## src/rtl/ram_arbiter.sv

```systemverilog
// rtl/ram_arbiter.sv - single-port RAM arbiter for instruction-fetch and data ports
//
// Shares one single-port synchronous RAM (one-cycle read latency) between the
// CPU fetch port (imem_*) and data port (dmem_*). Sub-word data accesses are
// lane-aligned on the way in and right-justified on the way out. Simultaneous
// requests are resolved round-robin.
//
// Ports:
//   clk, reset          system clock, asynchronous active-high reset
//   imem_valid/ready    fetch handshake (ready is a one-cycle completion pulse)
//   imem_addr/rdata     fetch byte address, fetched word
//   dmem_valid/ready    data handshake (ready is a one-cycle completion pulse)
//   dmem_addr           data byte address ([1:0] is the byte offset)
//   dmem_wmask/wdata    LSB-aligned byte enables (0 = read) and write data
//   dmem_rdata          read word shifted down by the byte offset
//   ram_en/addr         RAM access strobe and word address
//   ram_wmask/wdata     lane-aligned RAM byte enables and write data
//   ram_rdata           RAM read data, valid the cycle after ram_en

module ram_arbiter #(
    parameter int ADDR_WIDTH = 14
) (
    input  logic                  clk,
    input  logic                  reset,

    input  logic                  imem_valid,
    output logic                  imem_ready,
    input  logic [31:0]           imem_addr,
    output logic [31:0]           imem_rdata,

    input  logic                  dmem_valid,
    output logic                  dmem_ready,
    input  logic [31:0]           dmem_addr,
    input  logic [3:0]            dmem_wmask,
    input  logic [31:0]           dmem_wdata,
    output logic [31:0]           dmem_rdata,

    output logic                  ram_en,
    output logic [ADDR_WIDTH-1:0] ram_addr,
    output logic [3:0]            ram_wmask,
    output logic [31:0]           ram_wdata,
    input  logic [31:0]           ram_rdata
);

    typedef enum logic [1:0] {
        IDLE   = 2'd0,
        RESP_I = 2'd1,
        RESP_D = 2'd2
    } state_t;

    state_t      r_state;
    state_t      w_next_state;

    // 0 = fetch port preferred on contention, 1 = data port preferred.
    logic        r_prio;
    // Byte offset of the data access in flight, used to right-justify its read data.
    logic [1:0]  r_offset;

    logic        w_grant_i;
    logic        w_grant_d;
    logic [1:0]  w_doff;
    logic [3:0]  w_dmask_aligned;
    logic [31:0] w_dwdata_aligned;

    // Address bits outside the RAM window are intentionally ignored (aliasing).
    logic        w_unused_addr_bits;
    assign w_unused_addr_bits = ^{imem_addr[31:ADDR_WIDTH+2], imem_addr[1:0],
                                  dmem_addr[31:ADDR_WIDTH+2]};

    assign w_doff = dmem_addr[1:0];

    // Lanes shifted above byte 3 fall off the top rather than wrapping around.
    assign w_dmask_aligned  = dmem_wmask << w_doff;
    assign w_dwdata_aligned = dmem_wdata << {w_doff, 3'b000};

    // Grants only happen in IDLE. Reset gates them so the RAM strobe stays low
    // while reset is held even if requests are already pending.
    always_comb begin
        w_grant_i = 1'b0;
        w_grant_d = 1'b0;
        if (r_state == IDLE && !reset) begin
            w_grant_d = dmem_valid && (!imem_valid || r_prio);
            w_grant_i = imem_valid && !w_grant_d;
        end
    end

    always_ff @(posedge clk or posedge reset) begin
        if (reset) begin
            r_state  <= IDLE;
            r_prio   <= 1'b1;
            r_offset <= 2'd0;
        end else begin
            r_state <= w_next_state;
            // After every grant the other port gets preference next time.
            if (w_grant_i) begin
                r_prio <= 1'b1;
            end else if (w_grant_d) begin
                r_prio   <= 1'b0;
                r_offset <= w_doff;
            end
        end
    end

    always_comb begin
        w_next_state = r_state;
        imem_ready   = 1'b0;
        dmem_ready   = 1'b0;
        ram_en       = 1'b0;
        ram_addr     = '0;
        ram_wmask    = 4'h0;
        ram_wdata    = 32'h0;

        case (r_state)
            IDLE: begin
                if (w_grant_d) begin
                    ram_en       = 1'b1;
                    ram_addr     = dmem_addr[ADDR_WIDTH+1:2];
                    ram_wmask    = w_dmask_aligned;
                    ram_wdata    = w_dwdata_aligned;
                    w_next_state = RESP_D;
                end else if (w_grant_i) begin
                    ram_en       = 1'b1;
                    ram_addr     = imem_addr[ADDR_WIDTH+1:2];
                    w_next_state = RESP_I;
                end
            end
            // Requests seen during a response cycle are left for the next IDLE.
            RESP_I: begin
                imem_ready   = 1'b1;
                w_next_state = IDLE;
            end
            RESP_D: begin
                dmem_ready   = 1'b1;
                w_next_state = IDLE;
            end
            default: begin
                w_next_state = IDLE;
            end
        endcase
    end

    assign imem_rdata = ram_rdata;
    assign dmem_rdata = ram_rdata >> {r_offset, 3'b000};

endmodule

```

## config.mk

```make
export PLATFORM = sky130hd
export DESIGN_NAME = ram_arbiter
export DESIGN_NICKNAME = d
export VERILOG_FILES = /design/src/rtl/ram_arbiter.sv
export SDC_FILE = /design/constraint.sdc
export NUM_CORES = 1
export LEC_CHECK = 0
export ABC_AREA = 1
export BUFFER_PORTS_ARGS = -buffer_cell sky130_fd_sc_hd__buf_2
export CORE_AREA = 2 2 99 101
export DETAILED_ROUTE_END_ITERATION = 8
export DIE_AREA = 0 0 101 103
export HOLD_SLACK_MARGIN = 0.06
export PLACE_DENSITY = 0.59
export SLEW_MARGIN = 10
export SYNTH_ARGS = -nofsm -noshare
export SYNTH_HDL_FRONTEND = slang
export SYNTH_SLANG_ARGS = --single-unit
```

## constraint.sdc

```tcl
create_clock -name clk -period 3.5 [get_ports clk]
set_clock_uncertainty 0.05 [all_clocks]
set_input_delay 0.175 -clock clk [delete_from_list [all_inputs] [get_ports clk]]
set_output_delay 0.175 -clock clk [all_outputs]
set_load 0.05 [all_outputs]
```

# Word level (Yosys, flattened, before mapping)
# Index checks and enable logic that the tools add are counted.
# word_totals
ff_bits	5
out_inout_bits	117
# classes
shifts	3
muxes	19
reduce_logical	10
eq_ne	3
bitwise	1
# op_table
operator	n
32-bit 2-to-1 mux	2
14-bit 2-to-1 mux	3
32-bit by 5-bit << shifter with 32-bit output	1
32-bit by 5-bit right shift with 32-bit output	1
1-bit 2-to-1 mux	9
4-bit 2-to-1 mux	2
2-bit 2-to-1 mux	3
4-bit by 2-bit << shifter with 4-bit output	1
1-bit logical AND	3
1-bit zero test	3
3-bit inequality test, second input constant	1
2-bit by 1-bit == test with 1-bit output, second input constant	1
2-bit == test, second input constant	1
2-bit zero test	1
2-bit AND reduction	1
2-bit nonzero test	1
1-bit logical OR	1
1-bit NOT	1

# Logic depth before layout (Yosys ltp)
# depth
depth_word	9
ltp_mapped	7

# Worst setup path after synthesis
# OpenSTA, ideal clock, no wires.
# synth_path
path_kind	flip-flop to output port
from	register r_offset[0]
to	output dmem_rdata[0]
n_path_buf	2
stages_incl_launch_ff	6
arrival_time_ns	1.926
required_ns	3.275
slack_ns	1.349
path_cell_list	dfrtp_1 > buf_2 > clkbuf_1 > nand2_1 > o21ai_0 > o21ai_0
# synth_via
elab_chain_cells	1
# synth_rtl
item	line_no	source
from (decl)	57	logic [1:0] r_offset;
from (signal assigned)	99	r_offset <= w_doff;
32-bit by 5-bit right shift with 32-bit output	143	assign dmem_rdata = ram_rdata >> {r_offset, 3'b000};
to (decl)	36	output logic [31:0] dmem_rdata,
# No other way between the ends.

# Worst setup path in the final report
# layout_path
from	input reset
to	output ram_wdata[11]
# layout_via
elab_chain_cells	5
# layout_rtl
item	line_no	source
from (decl)	24	input logic reset,
1-bit zero test (no line)	-	
1-bit logical AND	81	if (r_state == IDLE && !reset) begin
1-bit 2-to-1 mux	81	
32-bit 2-to-1 mux	115	if (w_grant_d) begin
32-bit 2-to-1 mux	113	case (r_state)
to (decl)	41	output logic [31:0] ram_wdata,
# No other way between the ends.

==> metrics.txt <==
outcome finished, final reports clean; layout overhead on the synthesized area 44.3%; post-synthesis net count 570; placer congestion estimate 0.767; drt total wl between 8 and 9 mm; drt first-iter violations between 100 and 150; Final setup viols 0; Fmax achieved 400 MHz; Final Max Slew Viols 0; Final Hold Viols 0; H-tree depth 1; busiest layer in global routing met2; Peak VDD IR 189 uV; leakage dissipation 2.09 nW; antenna violations before repair 1; TNS Setup 0 ps; worst skew pair latency 220 ps; M2 GR Usage 27.0%; drt via density ~4.5; synthesized flop and latch total 5; Avg Inst Size Synth about 4.9 um2; most common cell in the netlist nand2_1; Synth Warn # 0; CTS tree done; aggregate global-route resource usage 14.2%; fin crit period 2500 ps; gr ovfl total 0; Initial Util 22.3%; Routed Antenna Nets 0; Die Ht ~100 um; vias in the first global route approximately 2600; drt pass-1 iters 4; Seq/Total Area, Yosys under 10%; clk buf depth 2; routed via count 3221; Post-Route Utilization 32.2%; hold crit path type in -> reg; total power 1.43 mW; PD cells ~470 mW/mm2; GRT met1 Usage 16.5%; share of layout cells above drive strength 1 between 30% and 40%; CP Data Required Time 3270 ps; RSZ-0062 raised after global routing false; IO Pins 253; mapped cell area 0.00211 mm2; DP Wirelength roughly 7 mm; core area 0.00946 mm2; Worst Path Max Fanout 20; Post-synth top flop dfrtp_1; CTS clk-pin slew, worst paths 40 ps; period utilization 71.5%; Synth top area share 25.0%; root buffer cell clkbuf_8; DIE WIDTH 101 um; WL/cell 12.0 um; Post-synth EDFFs 0; antenna cells 0; max_cap viols 0; worst slew pin tran 1000 ps; critical path type in -> out; # nets final 738; first-pass GRT wire length around 12 mm; Rows 36; largest area contributor in the netlist nand2_1; Slew HR roughly a third; cts bufs inserted 3; clk sinks 5; crit start category input pin; total die area 0.0104 mm2; synth unique cells 24; largest net degree at the start of global routing 44; met3 usage 2.51%; Post-synth ARST share between 90% and 100%; ranking of synthesized cells by area nand2_1, nand3_1, buf_4, inv_1, nor2_1; Synth Instances ~430; Arr. time, crit path 2280 ps; synth cell count leaders nand2_1, nand3_1, inv_1; I/O Buffers 218; nature of the critical path endpoint output pin; DR DRC count 0
==> per-layer routing <==
metal	routed length, um	vias up	part of all wire, %
li1	-	1662	-
met1	3510	1398	41
met2	4250	153	50
met3	708	6	8.3
met4	63	2	0.74
met5	16	-	0.19
==> worst paths after layout <==
check                      cells past startpoint  slack [ps]             to        from
min in group asynchronous                      3         390     r_state[0]       reset
hold / removal                                 3         250     r_state[0]  imem_valid
setup reg to reg                               5        1710    r_offset[1]      r_prio
setup / recovery                               7        1000  ram_wdata[11]       reset
max in group asynchronous                      3        2750         r_prio       reset
hold reg to reg                                4         580         r_prio      r_prio
==> through the flow <==
step	setup WS, ps	cells	hold WS, ps	instance area (um2)
final	997	715	254	3050
after CTS	975	715	251	3050
after global placement	1290	710	67.4	2990
after floorplan	1350	434	-80.5	2110
after detailed placement	1310	710	71.2	2990
after global routing	841	715	279	3050
==> timing repair <==
action                    CTS  global route
hold endpoints to repair    4             0
gates resized for setup     0             0
hold buffers                1             0
setup buffers               0             0
==> where the power goes <==
part | leakage, nW | total [mW] | switching (mW) | internal (mW)
Sequential | 0.0622 | 0.0776 | 0.00666 | 0.0709
Clock | 0.0228 | 0.105 | 0.0273 | 0.0781
Combinational | 2.00 | 1.25 | 0.972 | 0.276
==> flip-flops by register name, summed over array words and instances, names as in the netlist <==
register and cells:
r_offset 2, r_prio 1, r_state 2
==> cell usage in the layout, fill, tap and decap left out, drive strengths merged <==
master       instances
nor2                44
dfstp                1
clkinv               1
a21oi               17
o211ai               9
inv                 60
a21boi               1
and2                 2
dlygate4sd3          1
o22ai                2
nand3               66
a22oi                3
o21ai               20
clkbuf               4
nand2              142
nor3                 2
dfrtp                4
buf                222
==> cell families (layout without fill, tap and decap cells) <==
| family | Yosys count | in the layout | synth area share [%] |
|---|---|---|---|
| AOI/OAI and AO/OA | 52 | 52 | 14.5 |
| and+or+nand+nor | 256 | 256 | 50.6 |
| buffers and inverters | 121 | 288 | 29.0 |
| DFF | 5 | 5 | 5.98 |
==> layout make-up <==
class | instances | area [um2]
multi-input combinational | 308 | 1380
inverter | 61 | 229
tap | 114 | 143
clock buffer | 4 | 45.0
timing repair buffer | 223 | 1130
sequential | 5 | 126
fill | 1120 | 6410
==> critical path, stage by stage <==
cell,delay [ps]
dlygate4sd3_1,530
buf_2,130
nor2_2,390
buf_4,320
nand3_4,230
nor2_1,180
buf_2,290
Note: power is estimated with default switching activity, not from simulation.
